**config.mk**
```make
export PLATFORM = sky130hd
export DESIGN_NAME = instr_encoder
export DESIGN_NICKNAME = d
export VERILOG_FILES = /design/src/rtl/instr_encoder.sv
export SDC_FILE = /design/constraint.sdc
export NUM_CORES = 1
export LEC_CHECK = 0
export CAP_MARGIN = 20
export CORE_ASPECT_RATIO = 0.8
export CORE_MARGIN = 1.5
export CORE_UTILIZATION = 45
export CTS_CLUSTER_DIAMETER = 120
export DETAILED_ROUTE_END_ITERATION = 8
export PLACE_DENSITY_LB_ADDON = 0.2
export REMOVE_ABC_BUFFERS = 1
export SYNTH_ARGS = -nofsm -noshare
export SYNTH_HDL_FRONTEND = slang
export SYNTH_SLANG_ARGS = --single-unit
export TNS_END_PERCENT = 30
```
**constraint.sdc**
```tcl
create_clock -name clk -period 4.3 [get_ports clk]
set_input_delay 0.86 -clock clk [delete_from_list [all_inputs] [get_ports clk]]
set_output_delay 0.86 -clock clk [all_outputs]
set_load 0.005 [all_outputs]
```
**src/rtl/instr_encoder.sv**
```systemverilog
`default_nettype none
// ============================================================================
//  Module   : instr_encoder
//  Purpose  : Encodes decoded ADDI/JAL fields into RV32I machine words and
//             hands them to an instruction-memory writer with running addresses.
//  Revision : 1.0 - initial release
// ============================================================================
module instr_encoder #(
  parameter logic [31:0] BASE_ADDR = 32'h0000_0000,
  parameter int          ADDR_W    = 32
) (
  input  logic              clk,
  input  logic              rst,
  input  logic              in_valid,
  output logic              in_ready,
  input  logic [31:0]       in_ty,
  input  logic [4:0]        in_rd,
  input  logic [2:0]        in_funct3,
  input  logic [4:0]        in_rs1,
  input  logic [31:0]       in_imm,
  output logic              out_valid,
  input  logic              out_ready,
  output logic [31:0]       out_word,
  output logic [ADDR_W-1:0] out_addr,
  output logic              err_valid,
  output logic [1:0]        err_code,
  output logic [15:0]       word_count
);

  localparam logic [ADDR_W-1:0] c_BASE      = ADDR_W'(BASE_ADDR);
  localparam logic [ADDR_W-1:0] c_STEP      = ADDR_W'(4);
  localparam logic [31:0]       c_TY_ADDI   = 32'd0;
  localparam logic [31:0]       c_TY_JAL    = 32'd1;
  localparam logic [6:0]        c_OP_ADDI   = 7'b0010011;
  localparam logic [6:0]        c_OP_JAL    = 7'b1101111;
  localparam logic [1:0]        c_ERR_NONE  = 2'd0;
  localparam logic [1:0]        c_ERR_TYPE  = 2'd1;
  localparam logic [1:0]        c_ERR_RANGE = 2'd2;
  localparam logic [1:0]        c_ERR_ALIGN = 2'd3;

  logic              r_out_valid;
  logic [31:0]       r_out_word;
  logic [ADDR_W-1:0] r_out_addr;
  logic [15:0]       r_word_count;
  logic              r_err_valid;
  logic [1:0]        r_err_code;

  logic              w_in_fire;
  logic              w_out_fire;
  logic              w_addi_fits;
  logic              w_jal_fits;
  logic [31:0]       w_word;
  logic [1:0]        w_err;

  assign in_ready   = !r_out_valid || out_ready;
  assign w_in_fire  = in_valid && in_ready;
  assign w_out_fire = r_out_valid && out_ready;

  // Immediate fits when every bit above the encodable field is a sign copy.
  assign w_addi_fits = (&in_imm[31:11]) || !(|in_imm[31:11]);
  assign w_jal_fits  = (&in_imm[31:20]) || !(|in_imm[31:20]);

  always_comb begin
    w_word = '0;
    w_err  = c_ERR_NONE;
    if (in_ty == c_TY_ADDI) begin
      w_word = {in_imm[11:0], in_rs1, 3'b000, in_rd, c_OP_ADDI};
      if (in_funct3 != 3'd0) begin
        w_err = c_ERR_TYPE;
      end else if (!w_addi_fits) begin
        w_err = c_ERR_RANGE;
      end
    end else if (in_ty == c_TY_JAL) begin
      w_word = {in_imm[20], in_imm[10:1], in_imm[11], in_imm[19:12], in_rd, c_OP_JAL};
      if (in_imm[0]) begin
        w_err = c_ERR_ALIGN;
      end else if (!w_jal_fits) begin
        w_err = c_ERR_RANGE;
      end
    end else begin
      w_err = c_ERR_TYPE;
    end
  end

  always_ff @(posedge clk) begin
    if (rst) begin
      r_out_valid  <= 1'b0;
      r_out_word   <= '0;
      r_out_addr   <= c_BASE;
      r_word_count <= '0;
      r_err_valid  <= 1'b0;
      r_err_code   <= c_ERR_NONE;
    end else begin
      // The address register always names the slot of the word being held,
      // so it advances only when a word actually leaves.
      if (w_out_fire) begin
        r_out_addr   <= r_out_addr + c_STEP;
        r_word_count <= r_word_count + 16'd1;
      end
      if (w_in_fire && (w_err == c_ERR_NONE)) begin
        r_out_valid <= 1'b1;
        r_out_word  <= w_word;
      end else if (w_out_fire) begin
        r_out_valid <= 1'b0;
      end
      r_err_valid <= w_in_fire && (w_err != c_ERR_NONE);
      r_err_code  <= w_in_fire ? w_err : c_ERR_NONE;
    end
  end

  assign out_valid  = r_out_valid;
  assign out_word   = r_out_word;
  assign out_addr   = r_out_addr;
  assign word_count = r_word_count;
  assign err_valid  = r_err_valid;
  assign err_code   = r_err_code;

endmodule
`default_nettype wire

```
==> Flow_metrics.wiki, run 1 <==
{| class="wikitable"
! Metric !! Value
|-
| Synthesized-area fraction occupied by adder cells || 0.675%
|-
| Dominant cells by area after synthesis || sky130_fd_sc_hd__dfxtp_1, sky130_fd_sc_hd__mux2i_1, sky130_fd_sc_hd__nand2_1, sky130_fd_sc_hd__xor2_1, sky130_fd_sc_hd__nor2_1
|-
| Starting density of the core || 46.6%
|-
| Worst Setup End Kind || flip-flop
|-
| Terminus of the critical flop-to-flop path || out_word[7]$_SDFFE_PP0P_
|-
| Ratio of cells with drive above 1 in the final layout || 6.08%
|-
| HPWL reported at the end of detailed placement || 7100 µm
|-
| Top cells by count, synth || sky130_fd_sc_hd__dfxtp_1, sky130_fd_sc_hd__nand2_1, sky130_fd_sc_hd__nor2_1
|-
| Critical path data required time || 4.56 ns
|-
| Detailed Route WL || 9520 µm
|-
| Vias per inst || 5.05
|-
| Floorplan Core Area || 7950 µm²
|-
| Minimum setup slack among reg-to-reg paths || 2.20 ns
|-
| CTS Buf Count || 9
|-
| Count of different cell masters after synthesis || 45
|-
| Max-slew headroom || 52.5%
|-
| Remaining antenna violation count || 0
|-
| Area added between synthesis and finish || 48.5%
|-
| Least-Margin Pin Slew || 0.713 ns
|-
| Clock tree root buffer cell || sky130_fd_sc_hd__clkbuf_8
|-
| Share of the synthesized area in the top cell type || 42.1%
|-
| Unrepaired setup endpoints after global routing || false
|-
| Maximum clock skew at final layout || 0.0126 ns
|-
| Crit path to || out_word[7]$_SDFFE_PP0P_
|-
| Final-report hold violation count || 0
|-
| Maxcap violations || 0
|-
| Final Cycle Share || 73.7%
|-
| Number of antenna repair diodes || 0
|-
| Main combinational cell family by area after synthesis || simple AND/OR/NAND/NOR gates
|-
| Met3 layer usage reported by global route || 6.21%
|-
| Net count reported at finish || 654
|-
| Cell accounting for the most synthesized area || sky130_fd_sc_hd__dfxtp_1
|-
| Pin count of the biggest net entering global routing || 48
|-
| H-tree lvl count || 3
|-
| Core Util, Final || 69.2%
|-
| Delay of the slowest critical-path stage || 0.73 ns
|-
| Critical-path cell with the highest stage delay || sky130_fd_sc_hd__o2111a_1
|-
| Residual overflow from global routing || 0
|-
| Total number of yosys warnings || 0
|-
| Top cell family by delay on the critical path || buffers and inverters
|-
| CTS clock-pin slew for the worst setup and hold paths || 0.08 ns
|-
| Summed instance area of the synthesized netlist || 3700 µm²
|-
| Boundary pin count || 166
|-
| Startpoint of the worst setup timing path || in_ty[25]
|-
| Clock tree from TritonCTS || done
|-
| Mux contribution to synthesized area || 9.96%
|-
| Buffers inserted during post-CTS setup optimization || 0
|-
| CTS Sinks || 78
|-
| Vias in the first global route || 3,265
|-
| Final-report max-slew violation count || 0
|-
| Startpoint of the most critical register-to-register path || out_valid$_SDFFE_PP0P_
|-
| Clock insertion delay at the later pin of the skew report || 0.34 ns
|-
| Setup violations, final || 0
|-
| Initial DRT Pass Iterations || 4
|-
| Fraction of the mapped netlist area in compound gates || 4.02%
|-
| Final weighted congestion in routability-driven placement || 0.863
|-
| Aggregate global-route resource usage || 22.1%
|-
| Commonest register cell after synthesis || sky130_fd_sc_hd__dfxtp_1
|-
| Die W || 104 µm
|-
| Power density over the cells || 255 nW/µm²
|-
| Met1 routing resource usage after global routing || 28.4%
|-
| Xor-xnor portion of the synthesized cell area || 8.04%
|-
| Worst Reg-to-Reg Cells || 6
|-
| Met2 track demand over resource || 36.5%
|-
| Post-CTS Hold Fix Bufs || 0
|-
| Critical path data arrival time || 3.44 ns
|-
| Lkg Pwr || 1.93 nW
|-
| WP depth || 7
|-
| Maximum number of buffers from clock root to sink || 2
|-
| Synthesized area per cell || 8.86 µm²
|-
| Area enclosed by the die boundary || 8790 µm²
|-
| Most common cell in the netlist || sky130_fd_sc_hd__dfxtp_1
|-
| Sequential element share of the synthesized area || 42.1%
|-
| Max Clk Rate || 315 MHz
|-
| Worst hold path class || reg -> reg
|-
| EDFF count, synth || 0
|-
| List of cells traversed by the critical path || clkdlybuf4s50_1 > nor4_1 > nand4_1 > nor2_1 > o2111a_1 > buf_4 > mux2i_1
|-
| Violation count after the first detailed-route iteration || 114
|-
| Number of cells upsized or downsized after cts || 0
|-
| Crit path kind || in -> reg
|-
| Sum of buffers and inverters on the critical path || 2
|-
| Biggest fanout along the worst timing path || 15
|-
| Final critical-path required period || 3.17 ns
|-
| Number of I/O port buffers || 163
|-
| Number of vias after detailed routing || 3,454
|-
| Instance count along the most critical hold path || 2
|-
| First-pass GRT wire length || 15,900 µm
|-
| Element type at the critical path start || input port
|-
| Detail-routed net length per standard cell || 13.9 µm
|-
| Drc violations || 0
|-
| VDD IR max || 0.187 mV
|-
| #FFs+latches synth || 78
|-
| Basic-gate share of the synthesized area counting and, or, nand and nor cells || 29.1%
|-
| Run status || finished, final reports clean
|-
| Top Usage Layer GRT || met2
|-
| Die Span Y || 84.2 µm
|-
| Final total negative setup slack || 0 ns
|-
| Antenna violations before repair || 0
|-
| Row cnt || 29
|-
| Gate count after technology mapping || 418
|-
| Share of flip-flops with an asynchronous set or reset after synthesis || 0%
|}
## logic make-up (layout without fill, tap and decap cells)
| logic type | after synthesis | count (layout) |
|---|---|---|
| compound gates | 23 | 23 |
| simple gates | 214 | 214 |
| fa+ha+maj | 2 | 2 |
| other cells | 1 | 2 |
| mux | 36 | 36 |
| xor+xnor | 34 | 34 |
| flops | 78 | 78 |
| buf+inv | 30 | 187 |
## routing by layer
| metal | share of wire [%] | vias to the layer above |
|---|---|---|
| met3 | 5.7 | 8 |
| met5 | 0 | - |
| met4 | 1.0 | 0 |
| met2 | 47 | 96 |
| li1 | - | 1751 |
| met1 | 46 | 1599 |
## where the power goes
part | total (W) | switching (W) | internal, W
Sequential | 0.000723 | 0.000000259 | 0.000722
Clock | 0.000562 | 0.000274 | 0.000288
Combinational | 0.000120 | 0.0000445 | 0.0000760
## registers in the layout, indices dropped and copies added, names as in the netlist
register    count
err_code        2
err_valid       1
out_addr       30
out_valid       1
out_word       28
word_count     16
## how the worst min path moves through the flow
stage / startpoint / to / slack [ns]
floorplan: out_word[10]$_SDFFE_PP0P_ / out_word[10]$_SDFFE_PP0P_ / 0.45
global placement: out_word[11]$_SDFFE_PP0P_ / out_word[11]$_SDFFE_PP0P_ / 0.44
detailed placement: out_word[30]$_SDFFE_PP0P_ / out_word[30]$_SDFFE_PP0P_ / 0.45
CTS: out_word[22]$_SDFFE_PP0P_ / out_word[22]$_SDFFE_PP0P_ / 0.46
global route: out_word[11]$_SDFFE_PP0P_ / out_word[11]$_SDFFE_PP0P_ / 0.47
finish: out_word[22]$_SDFFE_PP0P_ / out_word[22]$_SDFFE_PP0P_ / 0.46
## worst min-delay path, delay by kind of cell, from the launching register on
kind / cells / cell delay, ns
flops: 1 / 0.31
mux: 1 / 0.05
simple gates: 1 / 0.05
## metrics by stage
step	hold slack, ns	power [W]	std cells	area, µm²	setup slack, ns
after floorplan	0.451	0.000761	393	3500	1.24
after global placement	0.442	0.000859	668	5300	0.914
after detailed placement	0.447	0.000860	668	5300	0.808
after CTS	0.460	0.00142	684	5500	1.14
after global routing	0.471	0.00146	684	5500	0.901
final	0.460	0.00141	684	5500	1.13
## cell type report
| class | count | area (µm²) |
|---|---|---|
| fillers | 630 | 2440 |
| multi-input cells | 311 | 1930 |
| repair buffers | 167 | 1660 |
| flip-flops and latches | 78 | 1560 |
| clock buffers | 10 | 138 |
| well taps | 108 | 135 |
| clock inverters | 6 | 68.8 |
| inverters | 4 | 15.0 |
## cell usage in the layout (no fill, tap or decap), drive strengths merged, types with 2 or more instances in the layout
cell,Yosys,final
a21oi,5,5
and2,2,2
and3,7,7
and4,7,7
buf,15,5
clkbuf,8,10
clkdlybuf4s50,0,162
clkinv,0,2
conb,1,2
dfxtp,78,78
ha,2,2
inv,4,6
mux2,7,7
mux2i,29,29
nand2,62,62
nand3,19,19
nand4,20,20
nor2,47,47
nor2b,9,9
nor3,14,14
nor4,15,15
o211ai,3,3
o21a,2,2
o21ai,9,9
or3,5,5
or4,4,4
xnor2,12,12
xor2,22,22
Power figures use the tool's default switching activity.
==> run 2, diff against run 1 <==
--- a/config.mk
+++ b/config.mk
@@ -8,7 +8,7 @@
 export CAP_MARGIN = 20
 export CORE_ASPECT_RATIO = 0.8
 export CORE_MARGIN = 1.5
-export CORE_UTILIZATION = 45
+export CORE_UTILIZATION = 42
 export CTS_CLUSTER_DIAMETER = 120
 export DETAILED_ROUTE_END_ITERATION = 8
 export PLACE_DENSITY_LB_ADDON = 0.2
==> constraint.sdc (replaced) <==
create_clock -name clk -period 3.2 [get_ports clk]
set_input_delay 0.64 -clock clk [delete_from_list [all_inputs] [get_ports clk]]
set_output_delay 0.64 -clock clk [all_outputs]
set_load 0.005 [all_outputs]
==> run 2 against run 1 <==
Net effect: register-to-register slack lost 0.99 ns; sequential share of layout area shrank 0.18 points; clock skew shrank 0.0024 ns; critical path depth shrank 4; first-iteration DRC count grew 48%; sequential power grew 34%; critical path type is now in -> out.
==> Flow_metrics.wiki, run 2 (synthesis results as in run 1) <==
{| class="wikitable"
! Metric !! Value
|-
| Run status || finished, final reports clean
|-
| Element type at the critical path start || input port
|-
| Delay of the slowest critical-path stage || 0.55 ns (-0.18 ns)
|-
| Critical path data required time || 2.56 ns (-2.00 ns)
|-
| Vias in the first global route || 3,222 (-1.3%)
|-
| Final total negative setup slack || 0 ns (unchanged)
|-
| Ratio of cells with drive above 1 in the final layout || 6.56% (+0.49 points)
|-
| Total power after layout || 0.00186 W (+32%)
|-
| Number of cells upsized or downsized after cts || 0 (unchanged)
|-
| Final Cycle Share || 79.7%
|-
| Placed Cells || 677 (+1.3%)
|-
| Final-report max-slew violation count || 0 (unchanged)
|-
| Fillers || 742 (+18%)
|-
| Number of I/O port buffers || 163 (unchanged)
|-
| Violation count after the first detailed-route iteration || 169 (+48%)
|-
| Starting density of the core || 43.5% (-3.1 points)
|-
| Buffers inserted during post-CTS setup optimization || 0 (unchanged)
|-
| Final weighted congestion in routability-driven placement || 0.845 (-2.1%)
|-
| Row cnt || 30 (+3.4%)
|-
| Top Usage Layer GRT || met2
|-
| Unrepaired setup endpoints after global routing || false
|-
| Final instance area || 5540 µm² (+0.64%)
|-
| List of cells traversed by the critical path || clkdlybuf4s50_1 > nand2b_1 > clkdlybuf4s50_1
|-
| H-tree lvl count || 3 (unchanged)
|-
| Met3 layer usage reported by global route || 5.09% (-1.1 points)
|-
| First-pass GRT wire length || 15,700 µm (-1.4%)
|-
| Worst path most repeated cell || sky130_fd_sc_hd__clkdlybuf4s50_1
|-
| Drc violations || 0 (unchanged)
|-
| Floorplan Core Area || 8520 µm² (+7.2%)
|-
| Number of cells in the finished layout apart from fillers || 691 (+1.0%)
|-
| Clock tree root buffer cell || sky130_fd_sc_hd__clkbuf_8
|-
| Standard cell area after detailed placement || 5350 µm² (+1.0%)
|-
| Maxcap violations || 0 (unchanged)
|-
| Number of flip-flops under the largest register name || 30 (unchanged)
|-
| Pin count of the biggest net entering global routing || 48 (unchanged)
|-
| Setup violations, final || 0 (unchanged)
|-
| Antenna violations before repair || 0 (unchanged)
|-
| Remaining antenna violation count || 0 (unchanged)
|-
| Detailed Route WL || 10,100 µm (+5.6%)
|-
| Crit path kind || in -> out
|-
| Worst hold path class || reg -> reg
|-
| VDD IR max || 0.243 mV (+30%)
|-
| CTS clock-pin slew for the worst setup and hold paths || 0.08 ns (about the same)
|-
| Clock tree from TritonCTS || done
|-
| Detail-routed net length per standard cell || 14.5 µm (+4.5%)
|-
| Die Span Y || 87.0 µm (+3.4%)
|-
| Initial DRT Pass Iterations || 4 (unchanged)
|-
| Boundary pin count || 166 (unchanged)
|-
| Number of vias after detailed routing || 3,531 (+2.2%)
|-
| Commonest cells after routing, fill and taps aside || sky130_fd_sc_hd__clkdlybuf4s50_1, sky130_fd_sc_hd__dfxtp_1, sky130_fd_sc_hd__nand2_1
|-
| HPWL reported at the end of detailed placement || 7560 µm (+6.6%)
|-
| Lkg Pwr || 1.95 nW (+1.2%)
|-
| Die W || 108 µm (+3.4%)
|-
| Final critical-path required period || 2.55 ns
|-
| Vias per inst || 5.11 (+1.2%)
|-
| Post-CTS Hold Fix Bufs || 0 (unchanged)
|-
| CTS Sinks || 78 (unchanged)
|-
| Number of antenna repair diodes || 0 (unchanged)
|-
| Net count reported at finish || 659 (+0.76%)
|-
| Critical-path cell with the highest stage delay || sky130_fd_sc_hd__clkdlybuf4s50_1
|-
| Final-report hold violation count || 0 (unchanged)
|-
| CTS Buf Count || 9 (unchanged)
|-
| Biggest fanout along the worst timing path || 4 (-11)
|-
| Met2 track demand over resource || 35.7% (-0.81 points)
|-
| Power density over the cells || 336 nW/µm² (+31%)
|-
| Critical path data arrival time || 1.91 ns (-1.53 ns)
|-
| Aggregate global-route resource usage || 21.3% (-0.81 points)
|-
| Area enclosed by the die boundary || 9400 µm² (+6.9%)
|-
| Max-slew headroom || 50.5% (-1.9 points)
|-
| Maximum number of buffers from clock root to sink || 2 (unchanged)
|-
| Most common cell after layout, fill and taps aside || sky130_fd_sc_hd__clkdlybuf4s50_1
|-
| Max Clk Rate || 392 MHz
|-
| Clock insertion delay at the later pin of the skew report || 0.35 ns (about the same)
|-
| Residual overflow from global routing || 0 (unchanged)
|-
| Area added between synthesis and finish || 49.5%
|-
| Maximum clock skew at final layout || 0.0102 ns (-0.00239 ns)
|-
| Met1 routing resource usage after global routing || 26.7% (-1.8 points)
|-
| Worst Setup End Kind || output port
|-
| Least-Margin Pin Slew || 0.735 ns (+0.0220 ns)
|}
==> run 2: routing by layer <==
| metal | vias to the layer above | share of wire, % | wire length [µm] |
|---|---|---|---|
| met3 | 15 | 6.5 | 654 |
| met5 | - | 0 | 0 |
| met4 | 0 | 1.8 | 185 |
| met1 | 1637 | 44 | 4470 |
| li1 | 1764 | - | - |
| met2 | 115 | 47 | 4740 |
==> run 2: worst paths after layout <==
path	to	slack, ns	from	cells after the start
setup / recovery	in_ready	0.65	out_ready	3
hold / removal	out_word[24]$_SDFFE_PP0P_	0.46	out_word[24]$_SDFFE_PP0P_	2
setup reg to reg	out_addr[26]$_SDFFE_PP0P_	1.21	out_addr[10]$_SDFFE_PP0P_	5
hold reg to reg	out_word[24]$_SDFFE_PP0P_	0.46	out_word[24]$_SDFFE_PP0P_	2
==> run 2: per-stage QoR <==
stage | util [%] | hold slack [ns] | worst slack (ns)
detailed placement | 62.8 | 0.449 | 0.326
floorplan | - | 0.451 | 0.358
CTS | 65.0 | 0.462 | 0.665
global route | 65.0 | 0.473 | 0.603
finish | 65.0 | 0.458 | 0.651
global placement | 62.8 | 0.443 | 0.394
==> run 2: power by group <==
group	leakage, nW	total, W	internal [W]	switching (W)
logic	1.23	0.000166	0.000104	0.0000620
clock network	0.0980	0.000721	0.000372	0.000349
registers	0.628	0.000971	0.000971	0.000000510
total	1.95	0.00186	0.00145	0.000412
==> run 2: final cells by class <==
type,count,area (µm²),area share (%)
clock buffer,10,138,2.49
timing repair buffer,172,1710,30.8
inverter,4,15.0,0.271
multi-input combinational,311,1930,34.8
sequential,78,1560,28.2
tap,112,140,2.53
clock inverter,4,48.8,0.881
==> run 2: worst max-delay path: cells and delay by family <==
kind          cells  cell delay, ns
buf+inv           2            1.07
simple gates      1            0.20
